**src/rtl/io_frame_tx.sv**
```systemverilog
// io_frame_tx: transmit-side byte framer for the 8-bit off-chip IO bus.
// Buffers 16-bit words (ctrl in [15:8], data in [7:0]) in a small FIFO and
// emits each one as a four-byte frame: sync, ctrl, data, ctrl^data. Every
// byte is held for HOLD_CYCLES clocks. Frames run only while mode_sel_i is 0.
module io_frame_tx #(
    parameter int unsigned HOLD_CYCLES = 2,
    parameter logic [7:0]  SYNC_BYTE   = 8'hA5,
    parameter logic [7:0]  IDLE_BYTE   = 8'h00,
    parameter int unsigned FIFO_DEPTH  = 4
) (
    input  logic        clk_i,
    input  logic        rst_i,
    input  logic        mode_sel_i,
    input  logic [15:0] word_in_i,
    input  logic        word_valid_i,
    output logic        word_ready_o,
    output logic [7:0]  io_out_o,
    output logic        io_oe_o,
    output logic        byte_stb_o,
    output logic        frame_done_o,
    output logic [7:0]  frame_cnt_o
);

    localparam int unsigned AW = (FIFO_DEPTH > 1) ? $clog2(FIFO_DEPTH) : 1;
    localparam int unsigned CW = AW + 1;
    localparam int unsigned HW = (HOLD_CYCLES > 1) ? $clog2(HOLD_CYCLES) : 1;

    localparam logic [AW-1:0] PTR_ONE   = AW'(1'b1);
    localparam logic [CW-1:0] CNT_ZERO  = CW'(1'b0);
    localparam logic [CW-1:0] CNT_ONE   = CW'(1'b1);
    localparam logic [CW-1:0] DEPTH_C   = CW'(FIFO_DEPTH);
    localparam logic [HW-1:0] HOLD_ZERO = HW'(1'b0);
    localparam logic [HW-1:0] HOLD_ONE  = HW'(1'b1);
    localparam logic [HW-1:0] HOLD_LAST = HW'(HOLD_CYCLES - 1);

    typedef enum logic [2:0] {
        ST_IDLE = 3'd0,
        ST_SYNC = 3'd1,
        ST_CTRL = 3'd2,
        ST_DATA = 3'd3,
        ST_CSUM = 3'd4
    } state_e;

    // Frame checksum: XOR of the control and data bytes.
    function automatic logic [7:0] csum_f(input logic [15:0] w);
        return w[15:8] ^ w[7:0];
    endfunction

    // FIFO storage and bookkeeping
    logic [15:0]   mem_q [FIFO_DEPTH];
    logic [AW-1:0] wr_ptr_q;
    logic [AW-1:0] rd_ptr_q;
    logic [CW-1:0] count_q;
    logic [CW-1:0] count_d;
    logic          fifo_empty_s;
    logic          push_s;
    logic          pop_s;

    // Framer state
    state_e        state_q;
    state_e        state_d;
    logic [HW-1:0] hold_q;
    logic [HW-1:0] hold_d;
    logic          hold_last_s;
    logic          frame_inc_s;
    logic [15:0]   frame_q;

    // Registered outputs
    logic          word_ready_q;
    logic          word_ready_d;
    logic [7:0]    io_out_q;
    logic [7:0]    io_out_d;
    logic          io_oe_q;
    logic          byte_stb_q;
    logic          byte_stb_d;
    logic          frame_done_q;
    logic          frame_done_d;
    logic [7:0]    frame_cnt_q;
    logic [7:0]    frame_cnt_d;

    assign fifo_empty_s = (count_q == CNT_ZERO);
    assign push_s       = word_valid_i & word_ready_q;
    assign hold_last_s  = (hold_q == HOLD_LAST);

    // FIFO occupancy after the current edge; drives the registered ready flag.
    always_comb begin
        count_d = count_q;
        case ({push_s, pop_s})
            2'b10:   count_d = count_q + CNT_ONE;
            2'b01:   count_d = count_q - CNT_ONE;
            default: count_d = count_q;
        endcase
        if (count_d < DEPTH_C) begin
            word_ready_d = 1'b1;
        end else begin
            word_ready_d = 1'b0;
        end
    end

    // FIFO pointers and occupancy; contents are lost on reset.
    always_ff @(posedge clk_i) begin
        if (rst_i) begin
            wr_ptr_q <= {AW{1'b0}};
            rd_ptr_q <= {AW{1'b0}};
            count_q  <= CNT_ZERO;
        end else begin
            if (push_s) begin
                wr_ptr_q <= wr_ptr_q + PTR_ONE;
            end
            if (pop_s) begin
                rd_ptr_q <= rd_ptr_q + PTR_ONE;
            end
            count_q <= count_d;
        end
    end

    // FIFO data array; pure datapath, validity is tracked by count_q.
    always_ff @(posedge clk_i) begin
        if (push_s) begin
            mem_q[wr_ptr_q] <= word_in_i;
        end
    end

    // Capture the head word when a frame starts.
    always_ff @(posedge clk_i) begin
        if (rst_i) begin
            frame_q <= 16'h0000;
        end else if (pop_s) begin
            frame_q <= mem_q[rd_ptr_q];
        end
    end

    // FSM state and hold counter register.
    always_ff @(posedge clk_i) begin
        if (rst_i) begin
            state_q <= ST_IDLE;
            hold_q  <= HOLD_ZERO;
        end else begin
            state_q <= state_d;
            hold_q  <= hold_d;
        end
    end

    // FSM next state: byte sequencing, FIFO pop, abort on RX mode.
    always_comb begin
        state_d     = state_q;
        hold_d      = hold_q;
        pop_s       = 1'b0;
        frame_inc_s = 1'b0;
        case (state_q)
            ST_IDLE: begin
                hold_d = HOLD_ZERO;
                if (!mode_sel_i && !fifo_empty_s) begin
                    state_d = ST_SYNC;
                    pop_s   = 1'b1;
                end else begin
                    state_d = ST_IDLE;
                end
            end
            ST_SYNC, ST_CTRL, ST_DATA: begin
                if (mode_sel_i) begin
                    state_d = ST_IDLE;
                    hold_d  = HOLD_ZERO;
                end else if (hold_last_s) begin
                    hold_d = HOLD_ZERO;
                    if (state_q == ST_SYNC) begin
                        state_d = ST_CTRL;
                    end else if (state_q == ST_CTRL) begin
                        state_d = ST_DATA;
                    end else begin
                        state_d = ST_CSUM;
                    end
                end else begin
                    hold_d = hold_q + HOLD_ONE;
                end
            end
            ST_CSUM: begin
                if (mode_sel_i) begin
                    state_d = ST_IDLE;
                    hold_d  = HOLD_ZERO;
                end else if (hold_last_s) begin
                    hold_d      = HOLD_ZERO;
                    frame_inc_s = 1'b1;
                    if (!fifo_empty_s) begin
                        state_d = ST_SYNC;
                        pop_s   = 1'b1;
                    end else begin
                        state_d = ST_IDLE;
                    end
                end else begin
                    hold_d = hold_q + HOLD_ONE;
                end
            end
            default: begin
                state_d = ST_IDLE;
                hold_d  = HOLD_ZERO;
            end
        endcase
    end

    // Output decode from the upcoming state so every output is registered.
    always_comb begin
        io_out_d     = IDLE_BYTE;
        byte_stb_d   = 1'b0;
        frame_done_d = 1'b0;
        case (state_d)
            ST_IDLE: io_out_d = IDLE_BYTE;
            ST_SYNC: io_out_d = SYNC_BYTE;
            ST_CTRL: io_out_d = frame_q[15:8];
            ST_DATA: io_out_d = frame_q[7:0];
            ST_CSUM: io_out_d = csum_f(frame_q);
            default: io_out_d = IDLE_BYTE;
        endcase
        if ((state_d != ST_IDLE) && (hold_d == HOLD_ZERO)) begin
            byte_stb_d = 1'b1;
        end else begin
            byte_stb_d = 1'b0;
        end
        if ((state_d == ST_CSUM) && (hold_d == HOLD_LAST)) begin
            frame_done_d = 1'b1;
        end else begin
            frame_done_d = 1'b0;
        end
        if (frame_inc_s) begin
            frame_cnt_d = frame_cnt_q + 8'd1;
        end else begin
            frame_cnt_d = frame_cnt_q;
        end
    end

    // Output registers.
    always_ff @(posedge clk_i) begin
        if (rst_i) begin
            io_out_q     <= IDLE_BYTE;
            io_oe_q      <= 1'b0;
            byte_stb_q   <= 1'b0;
            frame_done_q <= 1'b0;
            frame_cnt_q  <= 8'd0;
            word_ready_q <= 1'b0;
        end else begin
            io_out_q     <= io_out_d;
            io_oe_q      <= ~mode_sel_i;
            byte_stb_q   <= byte_stb_d;
            frame_done_q <= frame_done_d;
            frame_cnt_q  <= frame_cnt_d;
            word_ready_q <= word_ready_d;
        end
    end

    assign word_ready_o = word_ready_q;
    assign io_out_o     = io_out_q;
    assign io_oe_o      = io_oe_q;
    assign byte_stb_o   = byte_stb_q;
    assign frame_done_o = frame_done_q;
    assign frame_cnt_o  = frame_cnt_q;

endmodule
```
**config.mk**
```make
export PLATFORM = sky130hd
export DESIGN_NAME = io_frame_tx
export DESIGN_NICKNAME = d
export VERILOG_FILES = /design/src/rtl/io_frame_tx.sv
export SDC_FILE = /design/constraint.sdc
export NUM_CORES = 1
export LEC_CHECK = 0
export ABC_AREA = 1
export CAP_MARGIN = 40
export CORE_MARGIN = 3
export CORE_UTILIZATION = 45
export CTS_CLUSTER_DIAMETER = 80
export CTS_CLUSTER_SIZE = 8
export DETAILED_ROUTE_END_ITERATION = 10
export PLACE_DENSITY = 0.71
export SLEW_MARGIN = 20
export SYNTH_ARGS = -nofsm -noshare
export SYNTH_HDL_FRONTEND = slang
export SYNTH_SLANG_ARGS = --single-unit
export TNS_END_PERCENT = 10
```
**constraint.sdc**
```tcl
create_clock -name clk_i -period 3.5 [get_ports clk_i]
set_input_delay 0.7 -clock clk_i [delete_from_list [all_inputs] [get_ports clk_i]]
set_output_delay 0.7 -clock clk_i [all_outputs]
set_load 0.01 [all_outputs]
```
==> summary.txt <==
Status
  – Status: finished clean

Global route
  – Largest net degree at the start of global routing: 34
  – GRT overflow: 0
  – Vias in the first global route: 3088
  – All-Layer GR Usage: 0.160
  – Antenna violations before repair: 0
  – First-pass GRT wire length: 14300 um

Timing
  – Slew Viols, Final: 0
  – Post-route setup TNS: 0 ns
  – Final hold violations: 0
  – Clock Skews: 0.0124 ns
  – Slew at the pin closest to its max-slew limit: 0.593 ns
  – Tcrit/Tclk final: 0.684
  – Highest clock rate: 0.418 GHz
  – Final Critical Period: 2.39 ns
  – RSZ-0062 raised after global routing: no
  – Finish-stage setup viols: 0
  – Final hold slack: 0.494 ns
  – Rel. slew slack: 0.602

Worst setup path
  – RR Endpoint: count_q[2]$_SDFF_PP0_
  – CP Launch Point: mode_sel_i
  – Capture point of the critical path: count_q[2]$_SDFF_PP0_
  – Reg2Reg Launch Point: state_q[0]$_SDFF_PP0_
  – Largest stage delay on the critical path: 0.60 ns
  – CP Buf/Inv Count: 3
  – Crit Path Class: primary input to flip-flop
  – Worst Reg-to-Reg Cells: 10
  – Worst Path Arrival: 2.72 ns
  – Endpoint class of the critical path: flip-flop
  – Required @ worst endpoint: 3.83 ns
  – Critical path's top delay family: buffers and inverters
  – R2R Setup Slk: 1.53 ns
  – Kind of start point of the critical path: primary input
  – WP depth: 11
  – CP max stage cell: clkdlybuf4s50_1
  – Worst-path fanout max: 5
  – Crit-path cells: clkdlybuf4s50_1 -> inv_2 -> nand2_1 -> nor2_2 -> ha_1 -> fa_1 -> a21oi_1 -> o21ai_0 -> xor2_1 -> inv_1 -> nor2_1

Final layout
  – Final Cell Area: 5230 um^2
  – Layout cells sized above 1: 0.0747
  – Util after Layout: 0.553
  – Layout Nets: 517
  – Area Growth Syn to Fin: 17.0%
  – Antenna Diode Count: 0

Power
  – Worst VDD drop: 0.000215 V
  – Design Power: 3.21 mW
  – Pwr/cell area: 614 nW/um^2
  – Leak: 1.96 nW

Route
  – Detailed-route DRC error count: 0
  – Vias per inst: 5.02
  – Drt pass-1 iters: 4
  – Via count: 3131
  – DR iter-0 viols: 177
  – Routed len/inst: 13.5 um
  – Routed WL: 8440 um
  – Detail Route Antenna Nets: 0

Floorplanning
  – Row count: 35
  – Initial Util: 0.472
  – Die X: 106 um
  – Die Y: 106 um
  – Core area: 9460 um^2
  – I/O pins: 40
  – Die Area: 11200 um^2

CTS
  – Root buffer selected by CTS: clkbuf_8
  – CTS tree: built
  – Cts repair resizes: 0
  – Clock-pin slew on the worst setup and hold paths: 0.11 ns
  – CTS sink cnt: 111
  – Post-CTS setup buffers: 0
  – Hold Buf Count CTS: 0
  – CTS Buf Count: 9
  – H-tree depth: 3
  – Clock tree buffer depth: 2
  – Worst-Skew Late Latency: 0.38 ns

Yosys
  – Post-synthesis sequential area ratio: 0.641
  – #FFs+latches synth: 111
  – Syn Std Cell Area: 4470 um^2
  – Post-synth EDFFs: 64
  – Count of different cell masters after synthesis: 27
  – Primary FF master, synth: edfxtp_1
  – Yosys warnings: 0
  – Gate Count Post-Synth: 448
  – Post-Syn Area per Cell: 9.97 um^2
  – Mapped Nets: 475
  – Ys async rst share: 0

Job
  – Max_cap viols: 0

Placed design
  – Placed Area: 5000 um^2
  – Post-DP HPWL: 5410 um
  – GPL Wtd Cong: 0.759
  – Port buffer count: 39

Hold path
  – Min-delay worst type: flip-flop to flip-flop
layer usage:
metal  part of all wire  GRT usage  vias up
met5                  0          0        -
met4              0.023     0.0685        0
met2               0.47      0.268       72
met1               0.46      0.196     1440
met3              0.048     0.0423       17
li1                   -          -     1602
placed cells by master, fill, tap and decap left out, types with 3 or more instances in the layout:
master | Yosys | final
a31oi_1 | 12 | 12
inv_1 | 29 | 29
a21oi_1 | 16 | 16
o21ai_1 | 3 | 3
edfxtp_1 | 64 | 64
xor2_1 | 9 | 9
clkbuf_8 | 0 | 9
ha_1 | 6 | 6
nand3_1 | 16 | 16
buf_4 | 1 | 8
nor2_2 | 3 | 3
nor3_1 | 10 | 10
dfxtp_1 | 47 | 47
o22ai_1 | 4 | 4
nand2_1 | 48 | 48
clkdlybuf4s50_1 | 0 | 39
o21ai_0 | 58 | 58
nor2_1 | 94 | 94
clkinv_4 | 0 | 3
flip-flops by register name, summed over array words and instances (netlist names), 2 cells and up:
signal / flops
count_q: 3
frame_cnt_o: 8
frame_q: 16
io_out_o: 8
mem_q: 64
rd_ptr_q: 2
state_q: 3
wr_ptr_q: 2
layout make-up:
type                       count  area (um^2)
clock buffer                   9          124
fill                         849         4230
tap                          129          161
sequential                   111         2860
multi-input combinational    287         1410
inverter                      32          120
clock inverter                 7         73.8
timing repair buffer          49          477
synthesized netlist by cell type (2+ instances only):
| cell type | n | share of area |
|---|---|---|
| clkbuf_1 | 14 | 0.012 |
| edfxtp_1 | 64 | 0.43 |
| nand2_1 | 48 | 0.040 |
| nand3_1 | 16 | 0.018 |
| nand3_2 | 2 | 0.0045 |
| o22ai_1 | 4 | 0.0056 |
| dfxtp_1 | 47 | 0.21 |
| xor2_1 | 9 | 0.018 |
| buf_2 | 3 | 0.0034 |
| inv_1 | 29 | 0.024 |
| o21ai_1 | 3 | 0.0034 |
| o21ai_0 | 58 | 0.065 |
| ha_1 | 6 | 0.017 |
| inv_2 | 2 | 0.0017 |
| nor2_1 | 94 | 0.079 |
| nor2_2 | 3 | 0.0042 |
| a21oi_1 | 16 | 0.018 |
| a31oi_1 | 12 | 0.017 |
| nor3_1 | 10 | 0.011 |
power by group:
| group | switching, mW | leakage (nW) | internal [mW] |
|---|---|---|---|
| logic | 0.494 | 0.893 | 0.290 |
| registers | 0.118 | 0.964 | 1.56 |
| clock network | 0.465 | 0.101 | 0.281 |
metrics by stage:
stage,instances,setup slack (ns)
global route,624,0.879
detailed placement,606,0.725
CTS,622,1.10
finish,624,1.11
global placement,606,0.776
floorplan,448,1.30
worst min-delay path by stage:
stage	cells past startpoint	slack [ns]	to	from
after floorplan	2	0.46	frame_q[11]$_SDFFE_PP0P_	frame_q[11]$_SDFFE_PP0P_
after global placement	1	0.47	frame_cnt_o[3]$_SDFFE_PP0P_	frame_cnt_o[3]$_SDFFE_PP0P_
after detailed placement	2	0.48	frame_cnt_o[2]$_SDFFE_PP0P_	frame_cnt_o[2]$_SDFFE_PP0P_
after CTS	2	0.50	frame_cnt_o[2]$_SDFFE_PP0P_	frame_cnt_o[2]$_SDFFE_PP0P_
after global routing	2	0.54	frame_q[9]$_SDFFE_PP0P_	frame_q[9]$_SDFFE_PP0P_
final	2	0.49	frame_cnt_o[2]$_SDFFE_PP0P_	frame_cnt_o[2]$_SDFFE_PP0P_
tightest hold or removal path: stages (launching register included):
cell     delay (ns)
dfxtp_1        0.36
inv_1          0.06
a21oi_1        0.05
kinds of logic after synthesis:
group	after synthesis	synth area share
buffers and inverters	50	0.0437
DFF	111	0.641
adders and majority gates	7	0.0213
AOI/OAI and AO/OA	95	0.114
and+or+nand+nor	176	0.162
xor gates and xnor gates	9	0.0176
Power figures use the tool's default switching activity.
